$ cat config.mk
export PLATFORM = sky130hd
export DESIGN_NAME = timer_run_ctrl
export DESIGN_NICKNAME = d
export VERILOG_FILES = /design/src/rtl/timer_run_ctrl.sv
export SDC_FILE = /design/constraint.sdc
export NUM_CORES = 1
export LEC_CHECK = 0
export CAP_MARGIN = 0
export CORE_MARGIN = 8
export CORE_UTILIZATION = 25
export CTS_CLUSTER_DIAMETER = 80
export DETAILED_ROUTE_END_ITERATION = 10
export GPL_TIMING_DRIVEN = 1
export SLEW_MARGIN = 10
export SYNTH_ARGS = -nofsm -noshare
export SYNTH_HDL_FRONTEND = slang
export SYNTH_SLANG_ARGS = --single-unit
$ cat constraint.sdc
create_clock -name clk_i -period 3 [get_ports clk_i]
set_input_delay 0.6 -clock clk_i [delete_from_list [all_inputs] [get_ports clk_i]]
set_output_delay 0.6 -clock clk_i [all_outputs]
set_load 0.02 [all_outputs]
$ cat src/rtl/timer_run_ctrl.sv
// timer_run_ctrl: run controller for the seven-segment TIMER datapath.
// Debounces the run/pause and clear buttons, runs the IDLE/RUN/PAUSE/DONE
// state machine, issues the count tick and counter-clear pulse, and
// free-runs the digit-scan index.
//
// Ports:
//   clk_i        system clock, rising edge
//   rst_ni       asynchronous active-low reset
//   btn_run_i    raw run/pause button (asynchronous, active-high)
//   btn_clr_i    raw clear button (asynchronous, active-high)
//   time_zero_i  datapath count has reached its terminal value
//   tick_o       one-cycle count-enable pulse
//   cnt_clr_o    one-cycle counter-clear pulse
//   running_o    high in RUN
//   done_o       high in DONE
//   scan_idx_o   current digit select (0..DIGITS-1)
module timer_run_ctrl #(
   parameter int unsigned TICK_DIV   = 100000000,
   parameter int unsigned DEB_CYCLES = 1000000,
   parameter int unsigned SCAN_DIV   = 100000,
   parameter int unsigned DIGITS     = 8
) (
   input  logic       clk_i,
   input  logic       rst_ni,
   input  logic       btn_run_i,
   input  logic       btn_clr_i,
   input  logic       time_zero_i,
   output logic       tick_o,
   output logic       cnt_clr_o,
   output logic       running_o,
   output logic       done_o,
   output logic [2:0] scan_idx_o
);

   localparam int unsigned TickW = (TICK_DIV > 1) ? $clog2(TICK_DIV) : 1;
   localparam int unsigned DebW  = (DEB_CYCLES > 1) ? $clog2(DEB_CYCLES) : 1;
   localparam int unsigned ScanW = (SCAN_DIV > 1) ? $clog2(SCAN_DIV) : 1;

   localparam logic [TickW-1:0] TickMax  = TickW'(TICK_DIV - 1);
   localparam logic [DebW-1:0]  DebMax   = DebW'(DEB_CYCLES - 1);
   localparam logic [ScanW-1:0] ScanMax  = ScanW'(SCAN_DIV - 1);
   localparam logic [2:0]       ScanLast = 3'(DIGITS - 1);

   typedef enum logic [1:0] {StIdle, StRun, StPause, StDone} state_e;

   // Button lanes: bit 0 = run, bit 1 = clear.
   logic [1:0]      meta_q;
   logic [1:0]      sync_q;
   logic [1:0]      level_q;
   logic [1:0]      level_d;
   logic [1:0]      level_prev_q;
   logic [1:0]      press_q;
   logic [DebW-1:0] deb_cnt_q [2];
   logic [DebW-1:0] deb_cnt_d [2];

   logic run_press;
   logic clr_press;

   state_e           state_q;
   logic [TickW-1:0] pres_q;
   logic             tick_q;
   logic             cnt_clr_q;
   logic             running_q;
   logic             done_q;

   logic [ScanW-1:0] scan_cnt_q;
   logic [ScanW-1:0] scan_cnt_d;
   logic [2:0]       scan_idx_q;
   logic [2:0]       scan_idx_d;

   // Debounce: the accepted level only follows the synchronized input after it
   // has disagreed for DEB_CYCLES consecutive cycles.
   always_comb begin
      level_d   = level_q;
      deb_cnt_d = deb_cnt_q;
      for (int i = 0; i < 2; i++) begin
         if (sync_q[i] == level_q[i]) begin
            deb_cnt_d[i] = '0;
         end else if (deb_cnt_q[i] == DebMax) begin
            level_d[i]   = sync_q[i];
            deb_cnt_d[i] = '0;
         end else begin
            deb_cnt_d[i] = deb_cnt_q[i] + DebW'(1);
         end
      end
   end

   always_ff @(posedge clk_i or negedge rst_ni) begin
      if (!rst_ni) begin
         meta_q       <= '0;
         sync_q       <= '0;
         level_q      <= '0;
         level_prev_q <= '0;
         press_q      <= '0;
         deb_cnt_q    <= '{default: '0};
      end else begin
         meta_q       <= {btn_clr_i, btn_run_i};
         sync_q       <= meta_q;
         level_q      <= level_d;
         level_prev_q <= level_q;
         // Rising edge of the accepted level only; release is ignored.
         press_q      <= level_q & ~level_prev_q;
         deb_cnt_q    <= deb_cnt_d;
      end
   end

   assign run_press = press_q[0];
   assign clr_press = press_q[1];

   // Run FSM. Branch order encodes priority: clear > time_zero > run > tick.
   always_ff @(posedge clk_i or negedge rst_ni) begin
      if (!rst_ni) begin
         state_q   <= StIdle;
         pres_q    <= '0;
         tick_q    <= 1'b0;
         cnt_clr_q <= 1'b0;
         running_q <= 1'b0;
         done_q    <= 1'b0;
      end else begin
         tick_q    <= 1'b0;
         cnt_clr_q <= 1'b0;
         unique case (state_q)
            StIdle: begin
               if (clr_press) begin
                  cnt_clr_q <= 1'b1;
               end else if (run_press) begin
                  state_q   <= StRun;
                  pres_q    <= '0;
                  running_q <= 1'b1;
               end
            end
            StRun: begin
               if (clr_press) begin
                  state_q   <= StIdle;
                  cnt_clr_q <= 1'b1;
                  pres_q    <= '0;
                  running_q <= 1'b0;
               end else if (time_zero_i) begin
                  state_q   <= StDone;
                  pres_q    <= '0;
                  running_q <= 1'b0;
                  done_q    <= 1'b1;
               end else if (run_press) begin
                  // Prescaler keeps its phase so a resume finishes the interrupted second.
                  state_q   <= StPause;
                  running_q <= 1'b0;
               end else if (pres_q == TickMax) begin
                  tick_q <= 1'b1;
                  pres_q <= '0;
               end else begin
                  pres_q <= pres_q + TickW'(1);
               end
            end
            StPause: begin
               if (clr_press) begin
                  state_q   <= StIdle;
                  cnt_clr_q <= 1'b1;
                  pres_q    <= '0;
               end else if (run_press) begin
                  state_q   <= StRun;
                  running_q <= 1'b1;
               end
            end
            StDone: begin
               if (clr_press) begin
                  state_q   <= StIdle;
                  cnt_clr_q <= 1'b1;
                  done_q    <= 1'b0;
               end
            end
            default: begin
               state_q   <= StIdle;
               pres_q    <= '0;
               running_q <= 1'b0;
               done_q    <= 1'b0;
            end
         endcase
      end
   end

   // Digit scan, free-running regardless of FSM state.
   always_comb begin
      scan_cnt_d = scan_cnt_q + ScanW'(1);
      scan_idx_d = scan_idx_q;
      if (scan_cnt_q == ScanMax) begin
         scan_cnt_d = '0;
         scan_idx_d = (scan_idx_q == ScanLast) ? 3'd0 : scan_idx_q + 3'd1;
      end
   end

   always_ff @(posedge clk_i or negedge rst_ni) begin
      if (!rst_ni) begin
         scan_cnt_q <= '0;
         scan_idx_q <= '0;
      end else begin
         scan_cnt_q <= scan_cnt_d;
         scan_idx_q <= scan_idx_d;
      end
   end

   assign tick_o     = tick_q;
   assign cnt_clr_o  = cnt_clr_q;
   assign running_o  = running_q;
   assign done_o     = done_q;
   assign scan_idx_o = scan_idx_q;

endmodule

==> results.cfg <==
[status]
outcome = finished, final reports clean

[global_routing]
track_usage = 0.0786
grt_util_met3 = 0.0201
overflow = 0
gr-max-usage-layer = met2
met1_usage = 0.106
grt_use_met2 = 0.123
antenna_found_initial = 0
grt_max_degree = 74
grt_pass1_vias = 3340
grt_pass1_wl_um = 16100

[sta]
finalClockSkew_ps = 9.15
finalCritPeriodShare = 0.859
rsz0062_at_grt = no
setup_viol = 0
worstMarginPinSlew_ps = 868
hold_viol = 0
relSlewSlack = 0.417
timing.fmax_ghz = 0.388
min_period_ps = 2580
fin_tns_setup_ps = 0
slew_violations = 0

[floorplan]
row_count = 51
dieArea_um2 = 24500
start_util = 0.254
die_w_um = 157
fp.coreArea_um2 = 19500
die_y_um = 157
design.portCount = 12

[setup_path]
cp_num_cells = 6
crit_fanout = 13
arrival_ps = 2850
end_kind = flip-flop
path_cells = ha_1, and3_1, nand2_1, or4_1, or4_1, a21oi_1
cp-startpoint = pres_q[0]$_DFFE_PN0P_
cp.required_ps = 3270
ff2ff_setup_slack_ps = 420
rr_endpoint = pres_q[26]$_DFFE_PN0P_
worst_path_most_repeated_cell = or4_1
criticalPathCategory = reg2reg
crit_path_top_delay_cell = or4_1
start_kind = flip-flop
r2r_start = pres_q[0]$_DFFE_PN0P_
max_stage_delay_ps = 740
worst-r2r-cell-count = 6
path_buf_inv = 0
cpLargestDelayFamily = simple AND/OR/NAND/NOR gates

[yosys]
syn_inst = 503
async_flop_share = 1.00
yosysTopAreaCellShare = 0.521
synth_top_cells_by_count = dfrtp_1 (103), nor2_1 (64), nand2_1 (48)
ys.warnings.count = 0
synth.most_common_cell = dfrtp_1
synth_area_leaders = dfrtp_1 (52%), xnor2_1 (5.3%), nor2_1 (4.9%)
yosys.area.top_type = dfrtp_1
postSynthRegisterBits = 103
synthDistinctLibCells = 41
syn_area_per_cell_um2 = 9.83
syn-num-nets = 514
ys_seq_area_frac = 0.521
synth_ff_type = dfrtp_1
netlist_area_um2 = 4950
synth_edf_count = 0

[clock_network]
cts_max_path_buffers = 2
cts_resized = 0
insertion_delay_ps = 350
clock-sinks = 103
cts_tree = done
htree_levels = 3
cts_root_buf = clkbuf_16
numCtsBuffers = 9
cts_setup_buffers = 0
worst_setup_hold_path_clk_slew_ps = 70
cts_hold_buffers = 0

[pwr]
peakVddDrop_v = 0.000291
p_per_area_nw_per_um2 = 475
power.leakage_nw = 2.39

[layout]
fill_cells = 2060
drive_gt1_frac = 0.0750
syn_to_final_growth_pct = 15.0
n_antenna_cell = 0
nets = 526
seqCellArea_um2 = 2580
multi_input_area_um2 = 2240
final_area_um2 = 5690

[placed_design]
place_area_um2 = 5370
io_buffers = 11
place_congestion = 0.740
place_hpwl_um = 6110

[hold_path]
hold_class = in2async

[detailed_routing]
drt_iter0_drc = 212
drt-vias-per-instance = 4.47
wl_per_cell_um = 11.7
drc = 0
ant_nets = 0
drt-pass1-iter-count = 5
drt-total-wl_um = 9200
num_vias = 3511

[flow_run]
cap_violations = 0
-- state kept, by name, summed over array words and instances (netlist names) --
register	flops
deb_cnt_q	40
pres_q	27
scan_cnt_q	17
scan_idx_o	3
level_prev_q	2
level_q	2
meta_q	2
press_q	2
state_q	2
sync_q	2
cnt_clr_o	1
done_o	1
running_o	1
tick_o	1
-- cell usage in the layout, fill, tap and decap left out, drive strengths merged, types with 2 or more instances in the layout --
cell type	count
dfrtp	103
nor2	64
nand2	48
nand3	35
xnor2	30
xor2	27
a21oi	20
o21ai	16
nand4	15
and3	15
inv	15
nor3	13
nor4	11
clkdlybuf4s50	10
and4	9
clkbuf	9
nor2b	8
or3	8
buf	8
or4	6
ha	6
or2	6
or4b	6
mux2	5
nor4b	4
nand2b	4
and2	3
nand3b	3
o31ai	3
clkinv	2
-- power breakdown --
part	switching [mW]	internal (mW)	total [mW]	leakage [nW]
logic	0.0433	0.0170	0.0604	0.849
registers	0.00680	1.40	1.40	1.38
clock network	0.567	0.674	1.24	0.157
total	0.617	2.09	2.70	2.39
-- layout make-up --
class | count | area share
clock buffers | 9 | 0.0396
multi-input cells | 372 | 0.395
inverters | 11 | 0.00726
repair buffers | 18 | 0.0304
flip-flops and latches | 103 | 0.453
well taps | 265 | 0.0583
clock inverters | 7 | 0.0167
-- cell families after synthesis --
logic type | after synthesis | share of synthesized area
adders and majority gates | 6 | 0.0152
xor gates and xnor gates | 57 | 0.101
buffers and inverters | 28 | 0.0250
DFF | 103 | 0.521
and+or+nand+nor | 258 | 0.273
muxes | 5 | 0.0121
AOI/OAI and AO/OA | 46 | 0.0524
-- worst register-to-register path, delay by kind of cell (launching register included) --
family | cells | cell delay (ps)
AOI/OAI and AO/OA | 1 | 150
adders and majority gates | 1 | 250
and+or+nand+nor | 4 | 1700
DFF | 1 | 410
-- worst max-delay path by stage --
stage                                           end  slack [ps]
final                        pres_q[26]$_DFFE_PN0P_         420
after global routing         pres_q[26]$_DFFE_PN0P_         270
after CTS                    pres_q[26]$_DFFE_PN0P_         440
after detailed placement     pres_q[26]$_DFFE_PN0P_         200
after global placement       pres_q[26]$_DFFE_PN0P_         210
after floorplan           scan_idx_o[2]$_DFFE_PN0N_         710
-- stage by stage --
stage	hold slack (ps)	total power [mW]	instances	setup WS [ps]	util
detailed placement	335	1.49	769	203	0.276
global route	214	2.81	785	270	0.292
floorplan	304	1.45	503	709	-
CTS	199	2.74	785	441	0.292
global placement	339	1.49	769	209	0.276
finish	190	2.70	785	422	0.292
-- metal layers --
metal / vias up / share of wire
li1: 1782 / -
met3: 6 / 0.023
met1: 1691 / 0.51
met4: 0 / 0.0061
met5: - / 0
met2: 32 / 0.46
Power figures use the tool's default switching activity.
==> variant (same settings) <==
`SCAN_DIV`: 100000 -> 400000.
--- a/src/rtl/timer_run_ctrl.sv
+++ b/src/rtl/timer_run_ctrl.sv
@@ -17,7 +17,7 @@
 module timer_run_ctrl #(
    parameter int unsigned TICK_DIV   = 100000000,
    parameter int unsigned DEB_CYCLES = 1000000,
-   parameter int unsigned SCAN_DIV   = 100000,
+   parameter int unsigned SCAN_DIV   = 400000,
    parameter int unsigned DIGITS     = 8
 ) (
    input  logic       clk_i,
Function: same outputs for any inputs over 10 cycles, from zero or initial values and one cycle with rst_ni low; that may be too few to reach the edited logic, so the function may still have changed.
==> variant against the unedited design <==
Non-clock buffer count up 2. Setup slack improved by 0.089 ns. Area after synthesis grew 1.3%. Final area is 0.73% higher. Sequential cell count is 2 higher. Largest cell class unchanged. Total power is 4.2% lower. Sequential share of layout area increased by 0.55 points. Highest routed layer unchanged. Register-to-register slack better by 0.13 ns. Routed wire length grew 3.8%.
==> variant: results (changes against the unedited design) <==
.. list-table::
   :header-rows: 1

   * - Metric
     - Value
   * - Top post-synthesis cells by area
     - dfrtp_1 52%, xnor2_1 6.5%, nor2_1 6.1% (was dfrtp_1 52%, xnor2_1 5.3%, nor2_1 4.9%)
   * - Sequential-to-total area share from yosys stat
     - 52.5% (was 52.1%)
   * - Cts repair resizes
     - 0 (unchanged)
   * - Peak supply drop
     - 0.211 mV (was 0.291 mV)
   * - Worst-margin pin slew
     - 0.864 ns (was 0.868 ns)
   * - Cell Int Power
     - 2010 uW (was 2090 uW)
   * - Commonest register cell after synthesis
     - dfrtp_1 (unchanged)
   * - Number of nets in the synthesized netlist
     - 511 (was 514)
   * - Worst Clk Skew
     - 0.00752 ns (was 0.00915 ns)
   * - Maximum single-stage delay on the critical path
     - 0.53 ns (was 0.74 ns)
   * - Top cells by count, synth
     - 105 x dfrtp_1, 82 x nor2_1, 41 x nand2_1 (was 103 x dfrtp_1, 64 x nor2_1, 48 x nand2_1)
   * - Worst reg2reg path endpoint
     - pres_q[3]$_DFFE_PN0P_ (was pres_q[26]$_DFFE_PN0P_)
   * - Pin count of the biggest net entering global routing
     - 68 (was 74)
   * - Wire length per cell after detailed routing
     - 12.1 um (was 11.7 um)
   * - Total global-route track usage
     - 8.44% (was 7.86%)
   * - Wire length of the first global-routing pass
     - 16900 um (was 16100 um)
   * - Number of warnings issued by yosys
     - 0 (unchanged)
   * - Worst reg2reg setup slack
     - 0.55 ns (was 0.42 ns)
   * - Critical path fanouts, max
     - 18 (was 13)
   * - Distinct cell type count after synthesis
     - 50 (was 41)
   * - Final RePlAce weighted congestion
     - 0.770 (was 0.740)
   * - Iter 0 DRT Violations
     - 209 (was 212)
   * - Arrival @ worst endpoint
     - 2.76 ns (was 2.85 ns)
   * - Max cap viols
     - 0 (unchanged)
   * - Final HPWL from detailed placement
     - 6360 um (was 6110 um)
   * - Top Registers
     - deb_cnt_q x40, pres_q x27, scan_cnt_q x19 (was deb_cnt_q x40, pres_q x27, scan_cnt_q x17)
   * - First-pass DRT Iterations
     - 4 (was 5)
   * - Total number of vias
     - 3556 (was 3511)
   * - Static Leak
     - 0.00237 uW (was 0.00239 uW)
   * - Area post-placement
     - 5460 um^2 (was 5370 um^2)
   * - Total number of nets in the final design
     - 528 (was 526)
   * - Clock slew seen by the registers of the worst setup and hold paths
     - 0.07 ns (about the same)
   * - Run status
     - complete, no violations (unchanged)
   * - Share of post-route cells with drive strength above 1
     - 6.91% (was 7.50%)
   * - Input/output buffers
     - 11 (unchanged)
   * - Vias in the first global route
     - 3467 (was 3340)
   * - Highest-delay cell along the critical path
     - or4_4 (was or4_1)
==> variant: cell types whose count changed after synthesis, sizes merged, moves of 5 or more <==
| cell | unedited run | this run |
|---|---|---|
| xnor2 | 30 | 37 |
| o21ai | 16 | 11 |
| a21oi | 20 | 8 |
| nand2 | 48 | 41 |
| a2111oi | 0 | 5 |
| nor2 | 64 | 83 |
| or4b | 6 | 0 |
==> variant: cell families (layout without fill, tap and decap cells) <==
group	Yosys count	count (layout)	synth area share, %
AOI/OAI and AO/OA	50	50	7.14
xor gates and xnor gates	63	63	11.0
adders and majority gates	6	6	1.50
buffers and inverters	22	43	1.97
DFF	105	105	52.5
muxes	5	5	1.12
and+or+nand+nor	249	249	24.8
==> variant: how the worst max path moves through the flow <==
stage | startpoint | end | cells past startpoint
2_1_floorplan | time_zero_i | pres_q[14]$_DFFE_PN0P_ | 6
3_3_place_gp | time_zero_i | pres_q[14]$_DFFE_PN0P_ | 6
3_5_place_dp | time_zero_i | pres_q[14]$_DFFE_PN0P_ | 6
4_1_cts | pres_q[0]$_DFFE_PN0P_ | pres_q[3]$_DFFE_PN0P_ | 6
5_1_grt | pres_q[0]$_DFFE_PN0P_ | pres_q[3]$_DFFE_PN0P_ | 6
6_report | time_zero_i | pres_q[14]$_DFFE_PN0P_ | 6
==> variant: power by group through the flow <==
stage	combinational, uW	clock, uW	sequential (uW)
4_1_cts	65.1	1150	1430
6_report	61.1	1100	1430
5_1_grt	72.7	1210	1430
3_5_place_dp	64.7	0	1460
2_1_floorplan	20.8	0	1460
3_3_place_gp	65.1	0	1460
==> variant: layout make-up <==
class                           count  area (um^2)
Clock buffer                       10          229
Clock inverter                      5         41.3
Fill cell                        2044        13900
Inverter                            8         30.0
Multi-Input combinational cell    373         2280
Sequential cell                   105         2630
Tap cell                          265          332
Timing Repair Buffer               20          188
==> variant: routing by layer <==
layer | routed length, um | GRT usage [%]
met1 | 4880 | 11.2
met4 | 98 | 2.58
met2 | 4210 | 12.5
met5 | 0 | 0
met3 | 363 | 3.21
==> variant: worst max-delay path: cells and delay by family <==
family | cells | cell delay (ns)
compound gates | 1 | 0.15
buf+inv | 1 | 0.50
simple gates | 4 | 1.52
==> variant: stage by stage <==
stage | util [%] | instances | hold slack [ns] | setup WS, ns | total power (uW)
floorplan | - | 500 | 0.304 | 0.821 | 1480
global placement | 27.9 | 771 | 0.348 | 0.159 | 1520
detailed placement | 27.9 | 771 | 0.350 | 0.166 | 1520
CTS | 29.2 | 786 | 0.367 | 0.535 | 2650
global route | 29.2 | 786 | 0.368 | 0.326 | 2710
finish | 29.2 | 786 | 0.362 | 0.511 | 2590
